**config.mk**
```make
export PLATFORM = sky130hd
export DESIGN_NAME = cache_refill_ctrl
export DESIGN_NICKNAME = d
export VERILOG_FILES = /design/src/rtl/cache_pkg.sv /design/src/rtl/rr_arbiter.sv /design/src/rtl/cache_refill_ctrl.sv
export SDC_FILE = /design/constraint.sdc
export NUM_CORES = 1
export LEC_CHECK = 0
export ABC_CLOCK_PERIOD_IN_PS = 1800
export CAP_MARGIN = 20
export CORE_MARGIN = 3
export CORE_UTILIZATION = 46
export CTS_BUF_LIST = sky130_fd_sc_hd__clkbuf_2
export CTS_CLUSTER_DIAMETER = 100
export DETAILED_ROUTE_END_ITERATION = 8
export MAX_ROUTING_LAYER = met4
export PLACE_DENSITY = 0.9
export SLEW_MARGIN = 20
export SYNTH_ARGS = -nofsm -noshare
export SYNTH_HDL_FRONTEND = slang
export SYNTH_SLANG_ARGS = --single-unit
```
**constraint.sdc**
```tcl
create_clock -name clk -period 1.8 [get_ports clk]
set_input_delay 0.36 -clock clk [delete_from_list [all_inputs] [get_ports clk]]
set_output_delay 0.36 -clock clk [all_outputs]
set_load 0.05 [all_outputs]
```
**src/rtl/cache_pkg.sv**
```systemverilog
`default_nettype none
// +--------------------------------------------------------------------+
// | Module   : cache_pkg                                               |
// | Purpose  : Shared types and constants for the L1 refill sequencer. |
// | Revision : 1.0                                                     |
// +--------------------------------------------------------------------+
package cache_pkg;

    typedef enum logic [2:0] {
        INIT     = 3'd0,
        CHECK    = 3'd1,
        WB_LOAD  = 3'd2,
        WB_STORE = 3'd3,
        FETCH    = 3'd4,
        FILL     = 3'd5
    } refill_state_t;

    localparam logic SRC_MM = 1'b0;
    localparam logic SRC_L1 = 1'b1;

endpackage
`default_nettype wire

```
**src/rtl/rr_arbiter.sv**
```systemverilog
`default_nettype none
// +--------------------------------------------------------------------+
// | Module   : rr_arbiter                                              |
// | Purpose  : Combinational round-robin / fixed-priority arbiter.     |
// | Revision : 1.0                                                     |
// +--------------------------------------------------------------------+
module rr_arbiter #(
    parameter int N    = 2,
    parameter int MODE = 0,
    parameter int PW   = (N > 1) ? $clog2(N) : 1
) (
    input  logic [N-1:0]  i_req,
    input  logic [PW-1:0] i_ptr,
    output logic [N-1:0]  o_gnt_onehot,
    output logic [PW-1:0] o_gnt_idx,
    output logic          o_any
);

    int            w_base;
    logic [PW-1:0] w_sel;

    // Scan upward from the start point; the first requester found wins.
    always_comb begin
        o_gnt_onehot = '0;
        o_gnt_idx    = '0;
        o_any        = 1'b0;
        w_base       = 0;
        w_sel        = '0;
        if (MODE == 0) begin
            w_base = int'(i_ptr);
        end
        for (int off = 0; off < N; off++) begin
            w_sel = PW'((w_base + off) % N);
            if (!o_any && i_req[w_sel]) begin
                o_any               = 1'b1;
                o_gnt_idx           = w_sel;
                o_gnt_onehot[w_sel] = 1'b1;
            end
        end
    end

endmodule
`default_nettype wire

```
**src/rtl/cache_refill_ctrl.sv**
```systemverilog
`default_nettype none
// +--------------------------------------------------------------------+
// | Module   : cache_refill_ctrl                                       |
// | Purpose  : N-port L1 refill / write-back sequencer.                |
// | Revision : 1.0                                                     |
// +--------------------------------------------------------------------+
module cache_refill_ctrl
    import cache_pkg::*;
#(
    parameter  int NUM_PORTS      = 2,
    parameter  int WORDS_PER_LINE = 8,
    parameter  int ARB_MODE       = 0,
    localparam int PORT_W         = (NUM_PORTS > 1) ? $clog2(NUM_PORTS) : 1,
    localparam int WIDX_W         = $clog2(WORDS_PER_LINE)
) (
    input  logic                 clk,
    input  logic                 reset_n,
    input  logic [NUM_PORTS-1:0] req_rd,
    input  logic [NUM_PORTS-1:0] req_wr,
    input  logic [NUM_PORTS-1:0] hit,
    input  logic [NUM_PORTS-1:0] dirty,
    input  logic                 mem_valid_mm,
    output logic                 clr,
    output logic [NUM_PORTS-1:0] mem_valid,
    output logic [NUM_PORTS-1:0] we_l1,
    output logic [PORT_W-1:0]    sel_port,
    output logic                 sel_src,
    output logic [WIDX_W-1:0]    word_idx,
    output logic                 we_cl,
    output logic                 re_mm,
    output logic                 we_mm,
    output logic                 busy
);

    refill_state_t        r_state, w_state_nxt;
    logic [WIDX_W-1:0]    r_cnt, w_cnt_nxt, w_cnt_inc;
    logic [PORT_W-1:0]    r_grant, w_grant_nxt;
    logic [PORT_W-1:0]    r_rr_ptr, w_rr_ptr_nxt;
    logic                 r_wb_pend, w_wb_pend_nxt;
    logic                 w_last;
    logic [NUM_PORTS-1:0] w_req, w_miss, w_arb_onehot;
    logic [PORT_W-1:0]    w_arb_idx, w_arb_idx_inc;
    logic                 w_arb_any;

    assign w_req         = req_rd | req_wr;
    assign w_miss        = w_req & ~hit;
    assign w_last        = (r_cnt == WIDX_W'(WORDS_PER_LINE - 1));
    assign w_cnt_inc     = r_cnt + WIDX_W'(1);
    assign w_arb_idx_inc = (w_arb_idx == PORT_W'(NUM_PORTS - 1)) ? '0 : w_arb_idx + PORT_W'(1);

    rr_arbiter #(
        .N    (NUM_PORTS),
        .MODE (ARB_MODE),
        .PW   (PORT_W)
    ) u_arb (
        .i_req        (w_miss),
        .i_ptr        (r_rr_ptr),
        .o_gnt_onehot (w_arb_onehot),
        .o_gnt_idx    (w_arb_idx),
        .o_any        (w_arb_any)
    );

    always_ff @(posedge clk) begin
        if (!reset_n) begin
            r_state   <= INIT;
            r_cnt     <= '0;
            r_grant   <= '0;
            r_rr_ptr  <= '0;
            r_wb_pend <= 1'b0;
        end else begin
            r_state   <= w_state_nxt;
            r_cnt     <= w_cnt_nxt;
            r_grant   <= w_grant_nxt;
            r_rr_ptr  <= w_rr_ptr_nxt;
            r_wb_pend <= w_wb_pend_nxt;
        end
    end

    always_comb begin
        w_state_nxt   = r_state;
        w_cnt_nxt     = r_cnt;
        w_grant_nxt   = r_grant;
        w_rr_ptr_nxt  = r_rr_ptr;
        w_wb_pend_nxt = r_wb_pend;
        clr           = 1'b0;
        mem_valid     = '0;
        we_l1         = '0;
        sel_port      = r_grant;
        sel_src       = SRC_MM;
        word_idx      = r_cnt;
        we_cl         = 1'b0;
        re_mm         = 1'b0;
        we_mm         = 1'b0;
        busy          = 1'b0;

        case (r_state)
            INIT: begin
                clr         = 1'b1;
                sel_port    = '0;
                word_idx    = '0;
                w_state_nxt = CHECK;
            end
            CHECK: begin
                // Hits on every port are served even while a miss is granted.
                mem_valid = w_req & hit;
                if (w_arb_any) begin
                    w_grant_nxt   = w_arb_idx;
                    w_rr_ptr_nxt  = w_arb_idx_inc;
                    w_wb_pend_nxt = |(dirty & w_arb_onehot);
                    w_cnt_nxt     = '0;
                    w_state_nxt   = (|(dirty & w_arb_onehot)) ? WB_LOAD : FETCH;
                end
            end
            WB_LOAD: begin
                busy    = 1'b1;
                sel_src = SRC_L1;
                we_cl   = 1'b1;
                if (w_last) begin
                    w_cnt_nxt   = '0;
                    w_state_nxt = r_wb_pend ? WB_STORE : FETCH;
                end else begin
                    w_cnt_nxt = w_cnt_inc;
                end
            end
            WB_STORE: begin
                busy  = 1'b1;
                we_mm = 1'b1;
                if (mem_valid_mm) begin
                    if (w_last) begin
                        w_cnt_nxt   = '0;
                        w_state_nxt = FETCH;
                    end else begin
                        w_cnt_nxt = w_cnt_inc;
                    end
                end
            end
            FETCH: begin
                busy  = 1'b1;
                re_mm = 1'b1;
                we_cl = mem_valid_mm;
                if (mem_valid_mm) begin
                    if (w_last) begin
                        w_cnt_nxt   = '0;
                        w_state_nxt = FILL;
                    end else begin
                        w_cnt_nxt = w_cnt_inc;
                    end
                end
            end
            FILL: begin
                busy  = 1'b1;
                we_l1 = NUM_PORTS'(1) << r_grant;
                if (w_last) begin
                    w_cnt_nxt   = '0;
                    w_state_nxt = CHECK;
                end else begin
                    w_cnt_nxt = w_cnt_inc;
                end
            end
            default: begin
                w_state_nxt = INIT;
            end
        endcase
    end

endmodule
`default_nettype wire

```
# --- Word level (Yosys, flattened, before mapping) ---
# Cells that the tools add are included.
classes:
  shift: 1
  n_bitwise: 6
  addsub: 3
  n_reduce_logical: 13
  eq_ne: 14
  muxes: 39
  n_lt_le_gt_ge: 4
ops:
  columns: ["cell", "count"]
  rows:
  - ["3-bit 2-to-1 mux", 13]
  - ["3-bit one-hot mux with 6 select lines", 1]
  - ["1-bit 2-to-1 mux", 17]
  - ["2-bit != test (second input constant)", 6]
  - ["3-bit equality test (second input constant)", 3]
  - ["3-bit one-hot mux with 3 select lines", 1]
  - ["2-bit 2-to-1 mux", 4]
  - ["7-bit AND reduction", 1]
  - ["2-bit AND", 3]
  - ["3-bit by 2-bit equality test with 1-bit output (second input constant)", 2]
  - ["2-bit OR reduction", 3]
  - ["1-bit by 2-bit < comparator with 1-bit output (second input constant)", 2]
  - ["2-bit by 1-bit != test with 1-bit output (second input constant)", 2]
  - ["2-bit OR", 2]
  - ["4-bit OR reduction", 1]
  - ["3-bit by 1-bit adder with 3-bit output (second input constant)", 1]
  - ["3-bit by 1-bit equality test with 1-bit output (second input constant)", 1]
  - ["1-bit logical AND", 3]
  - ["3-bit logical NOT", 1]
  - ["3-bit AND reduction", 1]
  - ["3-bit nonzero test", 1]
  - ["1-bit adder (second input constant)", 2]
  - ["1-bit demux with 1-bit select", 2]
  - ["1-bit >= comparator (second input constant)", 2]
  - ["other kinds (5)", 5]
totals:
  in_bits: 11
  wordCells: 85
  output_inout_bits: 14
  register_bits: 9

# --- Depth between registers and ports, before layout ---
# Gate-level depths: netlist of the first run.
logic_depth:
  word_depth: 13
  mapped_depth: 6
  depth_no_buf: 6

# --- Cells and area by module ---
# Synthesis of the first run repeated with hierarchy kept, for this count alone.
unflattened:
  hier_cells: 89
  hier_area_um2: 690.7
by_module_without_submodules:
  columns: ["module", "cells_per_inst", "area_per_inst_um2", "seq_area_each_um2", "instances"]
  rows:
  - ["cache_refill_ctrl", 84, 658.1, 180.2, 1]
  - ["rr_arbiter", 5, 32.5, 0.0, 1]

# --- Worst setup path after synthesis of the first run ---
# Ideal clock, no wire load.
synth_timing:
  path_type: "register to output"
  from: "register r_state[1]"
  to: "output sel_port"
  t_arrival_ns: 2.342
  setup_slack_ns: -0.902
  required_time_ns: 1.440
  path_stages_with_launch: 4
  path_buffers: 1
  cell_sequence: "dfxtp_1 buf_2 nor3_1 nor2b_1"
synth_between:
  elab_chain_cells: 2
synth_lines:
  columns: ["element", "line", "rtl"]
  rows:
  - ["from (decl)", "cache_refill_ctrl.sv:35", "refill_state_t r_state, w_state_nxt;"]
  - ["from (signal assigned)", "cache_refill_ctrl.sv:71", "r_state <= w_state_nxt;"]
  - ["3-bit logical NOT", "cache_refill_ctrl.sv:96", "case (r_state)"]
  - ["1-bit 2-to-1 mux", "cache_refill_ctrl.sv:96", null]
  - ["to (decl)", "cache_refill_ctrl.sv:26", "output logic [PORT_W-1:0] sel_port,"]
# Every way passes these cells.

# --- Final worst setup path of the first run ---
layout_timing:
  from: "register r_state[0]"
  to: "output mem_valid[1]"
layout_between:
  elab_chain_cells: 2
layout_lines:
  columns: ["element", "line", "rtl"]
  rows:
  - ["3-bit by 1-bit equality test with 1-bit output", "cache_refill_ctrl.sv:96", null]
  - ["2-bit 2-to-1 mux", "cache_refill_ctrl.sv:96", null]
  - ["to (decl)", "cache_refill_ctrl.sv:24", "output logic [NUM_PORTS-1:0] mem_valid,"]
# Every way passes these cells.

==> impl_metrics.tcl, run 1 <==
set metrics [dict create \
    cts_tree "done" \
    p_total_mw 2.108 \
    fin_nets 143 \
    final_cells 143 \
    grt_start_max_net_pins 12 \
    hold_start "r_grant" \
    path_max_fanout 5 \
    ant_nets 0 \
    p_per_area_nw_per_um2 1638 \
    drt_wl_total_mm 2.740 \
    fmax_ghz 0.5520 \
    clk_latency_ns 0.28 \
    period_needed_ns 1.812 \
    dpl.cell_count 132 \
    synth-edff-count 0 \
    startpoint_type "register" \
    die_x_um 45.65 \
    synthesis.area_um2 723.2 \
    ios 25 \
    root_buffer "clkbuf_2" \
    clk_pin_slew_ns 0.12 \
    worstHoldEndpoint "r_grant" \
    grt_pass1_vias 888 \
    gr-usage-met3_pct 9.091 \
    firstDrtPassIters 4 \
    maxCapViolations 0 \
    rrSetupSlack_ns 0.08 \
    timing.rr.start "r_cnt[0]" \
    drv_slew 0 \
    fin_ws_ns -0.01167 \
    synth_top_cell_by_area "dfxtp_1" \
    p_leak_nw 0.5456 \
    synth_seq_cells 9 \
    cts_htree_levels 1 \
    rows 13 \
    timing.final.hold_violations 0 \
    drive_above_1_share_pct 46.09 \
    grt_usage_pct 27.47 \
    grt_pass1_wl_mm 3.974 \
    ff2ff_path_depth 6 \
    worstMarginPinSlew_ns 0.3573 \
    holdPathStages 2 \
    rsz0062_at_grt "yes" \
    grtUsageMet1_pct 26.78 \
    synth_common_cells "dfxtp_1, nor2b_1, nor2_1, o21ai_0" \
    io_buffers 24 \
    diodes 0 \
    vias_per_cell 6.378 \
    synth_cell_types 43 \
    clockBufferDepth 2 \
    violations "setup timing" \
    slew_headroom_pct 75.93 \
    vias 912 \
    drc 0 \
    synth_area_leaders "dfxtp_1, nor2b_1, ha_1, a22oi_1, nor2_1" \
    cts_buffers 3 \
    criticalPathCategory "register to output port" \
    fill_cells 48 \
    critPathArrivalTime_ns 1.45 \
    endpoint_kind "output port" \
    syn_nets 102 \
    synthToLayoutAreaGrowth_pct 78.03 \
    yosys_warnings 0 \
    dp_slack_ns -0.03803 \
    syn_area_per_cell_um2 8.218 \
    yosysMostFrequentCell "dfxtp_1" \
    core_um2 1383 \
    antenna_found_initial 0 \
    dp_hpwl_mm 1.748 \
    drtIter0Drc 45 \
    gr-usage-met2_pct 49.03 \
    wl_per_cell_um 19.16 \
    start_util_pct 52.31 \
    die-area_um2 2084 \
    cts.sinks 9 \
    ir_drop_uv 1084 \
    cp.required_ns 1.44 \
    ys_seq_area_share_pct 24.91 \
    gp_congestion 0.8106 \
    die_h_um 45.65 \
    yosysTopAreaCellShare_pct 24.91 \
    finClkSkew_ns 0.01275 \
    reg2reg_to "r_state[1]" \
    async_flop_share_pct 0 \
    status "finished with violations" \
    hold_class "register to register" \
    synth-main-ff-cell "dfxtp_1" \
    period_share_pct 100.6 \
    hold_buffers 0 \
    syn_inst 88 \
    grt_busiest_layer "met2" \
    setup_violations 2 \
    overflow 0 \
]
-- logic make-up (layout without fill, tap and decap cells) --
kind of cell,Yosys count,after routing,synth area share (%)
AO/OA/AOI/OAI,29,29,31.14
multiplexers,1,1,1.384
AND/OR/NAND/NOR,37,37,30.62
flip-flops,9,9,24.91
adder cells (fa/ha/maj),3,3,5.191
buffers and inverters,9,49,6.746
-- power breakdown --
group	total [mW]	internal [mW]	switching [mW]
combinational	1.62	0.769	0.853
sequential	0.335	0.259	0.0757
clock	0.152	0.0589	0.0934
total	2.11	1.09	1.02
-- stage by stage --
| stage | hold WS (ns) | TNS [ns] | instance area (um^2) | util, % |
|---|---|---|---|---|
| 2_1_floorplan | 0.4760 | -0.5773 | 757.0 | - |
| 3_3_place_gp | 0.5070 | 0 | 1197 | 86.61 |
| 3_5_place_dp | 0.5274 | -0.08791 | 1197 | 86.61 |
| 4_1_cts | 0.5467 | 0 | 1245 | 90.05 |
| 5_1_grt | 0.5907 | -0.3382 | 1287 | 93.12 |
| 6_report | 0.5664 | -0.02335 | 1287 | 93.12 |
-- placed cells by master (no fill, tap or decap), types with 4 or more instances in the layout --
master	instances
dfxtp_1	7
clkdlybuf4s50_1	10
buf_12	14
o21ai_0	5
a22oi_1	4
buf_4	17
nor2b_1	5
nor2_1	4
clkbuf_2	4
o21ai_1	4
-- how the worst max path moves through the flow --
| stage | end | slack (ns) | start |
|---|---|---|---|
| 3_3_place_gp | r_state[0] | 0.01 | req_wr[0] |
| 5_1_grt | r_state[1] | -0.1 | r_cnt[0] |
| 4_1_cts | we_cl | 0.03 | r_state[0] |
| 6_report | mem_valid[1] | -0.01 | r_state[0] |
| 2_1_floorplan | mem_valid[0] | -0.21 | r_state[0] |
| 3_5_place_dp | r_state[1] | -0.04 | req_wr[0] |
-- state kept, by name, summed over array words and instances (netlist names) --
| signal | flops |
|---|---|
| r_rr_ptr | 1 |
| r_state | 3 |
| r_grant | 1 |
| r_wb_pend | 1 |
| r_cnt | 3 |
-- per-layer routing --
layer	part of all wire, %	wire length (um)	up-vias
met5	0	0	-
met3	7.9	217	22
met2	52	1431	60
met4	4.8	131	0
li1	-	-	408
met1	35	959	422
-- area by class of cell --
| class | instances | area (um^2) | area share [%] |
|---|---|---|---|
| well taps | 15 | 18.77 | 1.458 |
| multi-input cells | 70 | 540.5 | 41.98 |
| repair buffers | 41 | 508.0 | 39.46 |
| flip-flops and latches | 9 | 185.2 | 14.38 |
| clock buffers | 4 | 20.02 | 1.555 |
| inverters | 4 | 15.01 | 1.166 |
-- timing repair --
item	4_1_cts	5_1_grt
resized for setup	5	3
buffers inserted	2	5
pin swaps	1	2
setup endpoints to repair	8	8
-- critical path: stages (launching register included) --
cell and delay (ns):
dfxtp_1 0.37, inv_2 0.07, or3_4 0.42, nor2_2 0.16
buf_12 0.15
Note: power is estimated with default switching activity, not from simulation.
==> inputs of run 2 (changes only) <==
--- a/config.mk
+++ b/config.mk
@@ -8,12 +8,13 @@
 export ABC_CLOCK_PERIOD_IN_PS = 1800
 export CAP_MARGIN = 20
 export CORE_MARGIN = 3
-export CORE_UTILIZATION = 46
-export CTS_BUF_LIST = sky130_fd_sc_hd__clkbuf_2
+export CORE_UTILIZATION = 44
 export CTS_CLUSTER_DIAMETER = 100
 export DETAILED_ROUTE_END_ITERATION = 8
+export GPL_TIMING_DRIVEN = 0
 export MAX_ROUTING_LAYER = met4
-export PLACE_DENSITY = 0.9
+export PLACE_DENSITY = 0.87
+export RECOVER_POWER = 50
 export SLEW_MARGIN = 20
 export SYNTH_ARGS = -nofsm -noshare
 export SYNTH_HDL_FRONTEND = slang
==> run 2 against run 1 <==
Against the previous run:
- combinational power down 19%
- setup slack improved by 0.042 ns
- the run now ends clean
- critical endpoint is now we_cl
- global-route usage shrank 6.3 points
- non-clock buffer count decreased by 9
- count of clock-buffer cells in the layout stayed put
- wire length fell by 29%
- utilization fell by 21 points
- hold slack got worse by 0.12 ns
- sequential share of layout area is 2.6 points higher
==> impl_metrics.tcl, run 2 (synthesized netlist as in run 1, its figures left out) <==
set metrics [dict create \
    diodes 0 \
    fin_nets 134 \
    root_buffer "clkbuf_4" \
    ant_nets 0 \
    p_leak_nw 0.4592 \
    cts.sinks 9 \
    hold_class "input pin to register" \
    grt_pass1_wl_mm 3.201 \
    clk_latency_ns 0.27 \
    cts_htree_levels 1 \
    die-area_um2 2166 \
    setup_violations 0 \
    startpoint_type "register" \
    fmax_ghz 0.5651 \
    slew_headroom_pct 77.67 \
    drt_wl_total_mm 1.950 \
    worstMarginPinSlew_ns 0.3315 \
    clk_pin_slew_ns 0.07 \
    switching_share_pct 51.13 \
    endpoint_kind "output port" \
    ios 25 \
    io_buffers 23 \
    start_util_pct 47.45 \
    criticalPathCategory "register to output port" \
    cts_buffers 3 \
    grt_start_max_net_pins 11 \
    p_comb_share_pct 73.0 \
    synthToLayoutAreaGrowth_pct 51.38 \
    firstDrtPassIters 4 \
    core_um2 1524 \
    rsz0062_at_grt "yes" \
    vias 807 \
    ir_drop_uv 717.1 \
    drive_above_1_share_pct 42.86 \
    layout_common_cells "clkdlybuf4s50_1, buf_4, buf_6, buf_2, dfxtp_1" \
    dpl.cell_count 127 \
    whs_ns 0.4450 \
    p_switching_mw 0.9247 \
    top_regs "r_cnt x3, r_state x3" \
    cp.required_ns 1.44 \
    critPathArrivalTime_ns 1.41 \
    hold_buffers 0 \
    finClkSkew_ns 0.007147 \
    intPower_mw 0.8838 \
    period_needed_ns 1.770 \
    dp_hpwl_mm 1.372 \
    fin_ws_ns 0.03044 \
    die_h_um 46.54 \
    dp_slack_ns -0.5167 \
    clockBufferDepth 2 \
    die_x_um 46.54 \
    status "finished clean" \
    path_max_fanout 6 \
    clockPowerShare_pct 9.0 \
    grt_usage_pct 21.20 \
    tns_ns 0 \
    drc 0 \
    final_cells 135 \
    gp_congestion 0.8407 \
    timing.final.hold_violations 0 \
    rows 14 \
    antenna_found_initial 0 \
    wl_per_cell_um 14.44 \
    period_share_pct 98.31 \
    vias_per_cell 5.978 \
    overflow 0 \
    p_per_area_nw_per_um2 1652 \
    drtIter0Drc 22 \
    p_seq_share_pct 18.0 \
    grt_pass1_vias 742 \
    cts_tree "done" \
    maxCapViolations 0 \
    drv_slew 0 \
    final_common_cell "clkdlybuf4s50_1" \
]
-- run 2: path summary, 6_finish.rpt --
check / start / to / slack, ns / cells after the start
worst max-delay path: r_state[2] / we_cl / 0.03 / 5
worst max register to register: r_cnt[0] / r_state[0] / 0.19 / 6
worst min-delay path: reset_n / r_rr_ptr / 0.44 / 2
worst min register to register: r_grant / r_grant / 0.52 / 2
-- run 2: worst max-delay path: stages, from the launching register on --
cell	delay, ns
dfxtp_2	0.33
buf_6	0.13
clkinvlp_4	0.14
and3_4	0.19
a21o_2	0.19
buf_6	0.15
-- run 2: per-layer routing --
metal / up-vias / track usage [%] / routed length, um / share of wire (%)
li1: 394 / - / - / -
met3: 5 / 2.344 / 89 / 4.6
met5: - / - / 0 / 0
met1: 381 / 25.75 / 837 / 43
met4: 0 / 13.64 / 50 / 2.6
met2: 27 / 32.69 / 973 / 50
-- run 2: through the flow --
stage          utilization (%)  instance area, um^2  total power [mW]
6_report                 71.84                 1095             1.809
5_1_grt                  71.84                 1095             1.920
2_1_floorplan                -                757.0             1.200
3_3_place_gp             66.09                 1007             1.459
3_5_place_dp             66.09                 1007             1.487
4_1_cts                  69.54                 1060             1.749
-- run 2: layout make-up --
type,instances,area (um^2)
Tap cell,16,20.02
Sequential cell,9,186.4
Multi-Input combinational cell,70,559.3
Inverter,4,21.27
Fill cell,111,429.2
Timing Repair Buffer,28,246.5
Buffer,4,35.03
Clock buffer,4,26.28
-- run 2: power groups by stage --
stage	registers (mW)	clock network (mW)	logic (mW)
2_1_floorplan	0.303	0	0.897
3_3_place_gp	0.313	0	1.15
3_5_place_dp	0.314	0	1.17
4_1_cts	0.321	0.166	1.26
5_1_grt	0.332	0.175	1.41
6_report	0.326	0.164	1.32
-- run 2: repair_timing --
action | in CTS | in global routing
endpoints found under the setup margin | 14 | 7
gates resized for setup | 86 | 15
setup buffers | 4 | 1
pin swaps | 2 | 3
==> inputs of run 3 (changes only) <==
==> constraint.sdc (replaced) <==
create_clock -name clk -period 1.8 [get_ports clk]
set_input_delay 0.36 -clock clk [delete_from_list [all_inputs] [get_ports clk]]
set_output_delay 0.36 -clock clk [all_outputs]
set_load 0.02 [all_outputs]
==> run 3 against run 2 <==
Against the previous run:
- setup slack barely moved
- clock power barely moved
- die area unchanged
- critical endpoint is now we_l1[1]
- largest cell class unchanged
==> impl_metrics.tcl, run 3 (synthesized netlist as in run 1, its figures left out) <==
set metrics [dict create \
    clk_latency_ns 0.27 \
    drive_above_1_share_pct 38.21 \
    diodes 0 \
    timing.rr.start "r_cnt[0]" \
    worstMarginPinSlew_ns 0.3362 \
    placedInstanceArea_um2 973.4 \
    final_cells 139 \
    critPathArrivalTime_ns 1.41 \
    fmax_ghz 0.5651 \
    cp.required_ns 1.44 \
    cts_htree_levels 1 \
    drt_wl_total_mm 1.972 \
    drtIter0Drc 35 \
    layout_common_cells "clkdlybuf4s50_1, buf_4, nor2b_1" \
    clockBufferDepth 2 \
    holdPathStages 2 \
    ios 25 \
    dp_hpwl_mm 1.337 \
    start_util_pct 47.45 \
    drv_slew 0 \
    vias 832 \
    gr-usage-met3_pct 1.563 \
    status "finished clean" \
    grt_start_max_net_pins 11 \
    tns_ns 0 \
    cts_buffers 3 \
    antenna_found_initial 0 \
    root_buffer "clkbuf_4" \
    dpl.cell_count 127 \
    fill_cells 120 \
    firstDrtPassIters 4 \
    hold_buffers 0 \
    grt_pass1_wl_mm 2.953 \
    die_x_um 46.54 \
    maxCapViolations 0 \
    clk_pin_slew_ns 0.06 \
    p_leak_nw 0.4765 \
    rows 14 \
    ff2ff_path_depth 6 \
    p_total_mw 1.644 \
    wl_per_cell_um 14.19 \
    overflow 0 \
    post-route-util_pct 71.59 \
    endpoint_kind "output port" \
    ir_drop_uv 816.4 \
    period_share_pct 98.32 \
    cts.sinks 9 \
    die-area_um2 2166 \
    grtUsageMet1_pct 23.52 \
    fin_ws_ns 0.03026 \
    finClkSkew_ns 0.0006946 \
    core_um2 1524 \
    io_buffers 23 \
    critPathLaunch "r_state[2]" \
    dp_slack_ns -0.2645 \
    grt_pass1_vias 707 \
    grt_usage_pct 19.37 \
    whs_ns 0.4386 \
    drc 0 \
    setup_violations 0 \
    top_regs "r_cnt x3, r_state x3" \
    hold_start "reset_n" \
    period_needed_ns 1.770 \
    path_max_fanout 9 \
    criticalPathCategory "register to output port" \
    startpoint_type "register" \
    slew_headroom_pct 77.35 \
    grt_busiest_layer "met2" \
    cts_tree "done" \
    timing.final.hold_violations 0 \
    rsz0062_at_grt "yes" \
    final_area_um2 1091 \
    die_h_um 46.54 \
    fin_nets 138 \
    synthToLayoutAreaGrowth_pct 50.87 \
    ant_nets 0 \
    gp_congestion 0.8545 \
    p_per_area_nw_per_um2 1507 \
    vias_per_cell 5.986 \
    gr-usage-met2_pct 29.95 \
    hold_class "input pin to register" \
]
-- run 3: cell count changes in the layout (fill, tap and decap cells not counted), moves of 2 or more --
cell | before | now
dlygate4sd2_1 | 0 | 2
buf_4 | 7 | 9
buf_2 | 6 | 3
clkdlybuf4s15_1 | 0 | 2
nor2b_1 | 5 | 8
nor2b_2 | 3 | 0
clkbuf_2 | 1 | 5
-- run 3: path summary, 6_finish.rpt --
check	to	slack, ns
max	we_l1[1]	0.03
min	r_rr_ptr	0.44
max reg2reg	r_state[0]	0.12
min reg2reg	r_grant	0.53
-- run 3: power breakdown --
| part | internal [mW] | total (mW) | switching [mW] |
|---|---|---|---|
| Sequential | 0.260 | 0.316 | 0.0558 |
| Combinational | 0.568 | 1.17 | 0.598 |
| Clock | 0.0858 | 0.162 | 0.0763 |
-- run 3: worst max-delay path: stages (launching register included) --
cell and delay (ns):
dfxtp_2 0.33, buf_6 0.14, clkinvlp_4 0.16, nor2_2 0.15, and3_2 0.20, buf_2 0.16
-- run 3: final cells by class --
cell class	count	area, um^2	area share (%)
Buffer	4	38.79	3.555
Multi-Input combinational cell	70	539.3	49.43
Clock buffer	4	26.28	2.408
Tap cell	16	20.02	1.835
Timing Repair Buffer	32	264.0	24.20
Sequential cell	9	183.9	16.86
Inverter	4	18.77	1.720
-- run 3: timing repair --
item	in CTS	in global routing
setup endpoints to repair	14	13
resized for setup	43	22
buffers inserted	4	5
pin swaps	2	2
-- run 3: routing by layer --
metal	part of all wire (%)	vias to the layer above
met3	5.1	6
li1	-	404
met5	0	-
met1	44	391
met2	49	31
met4	2.6	0
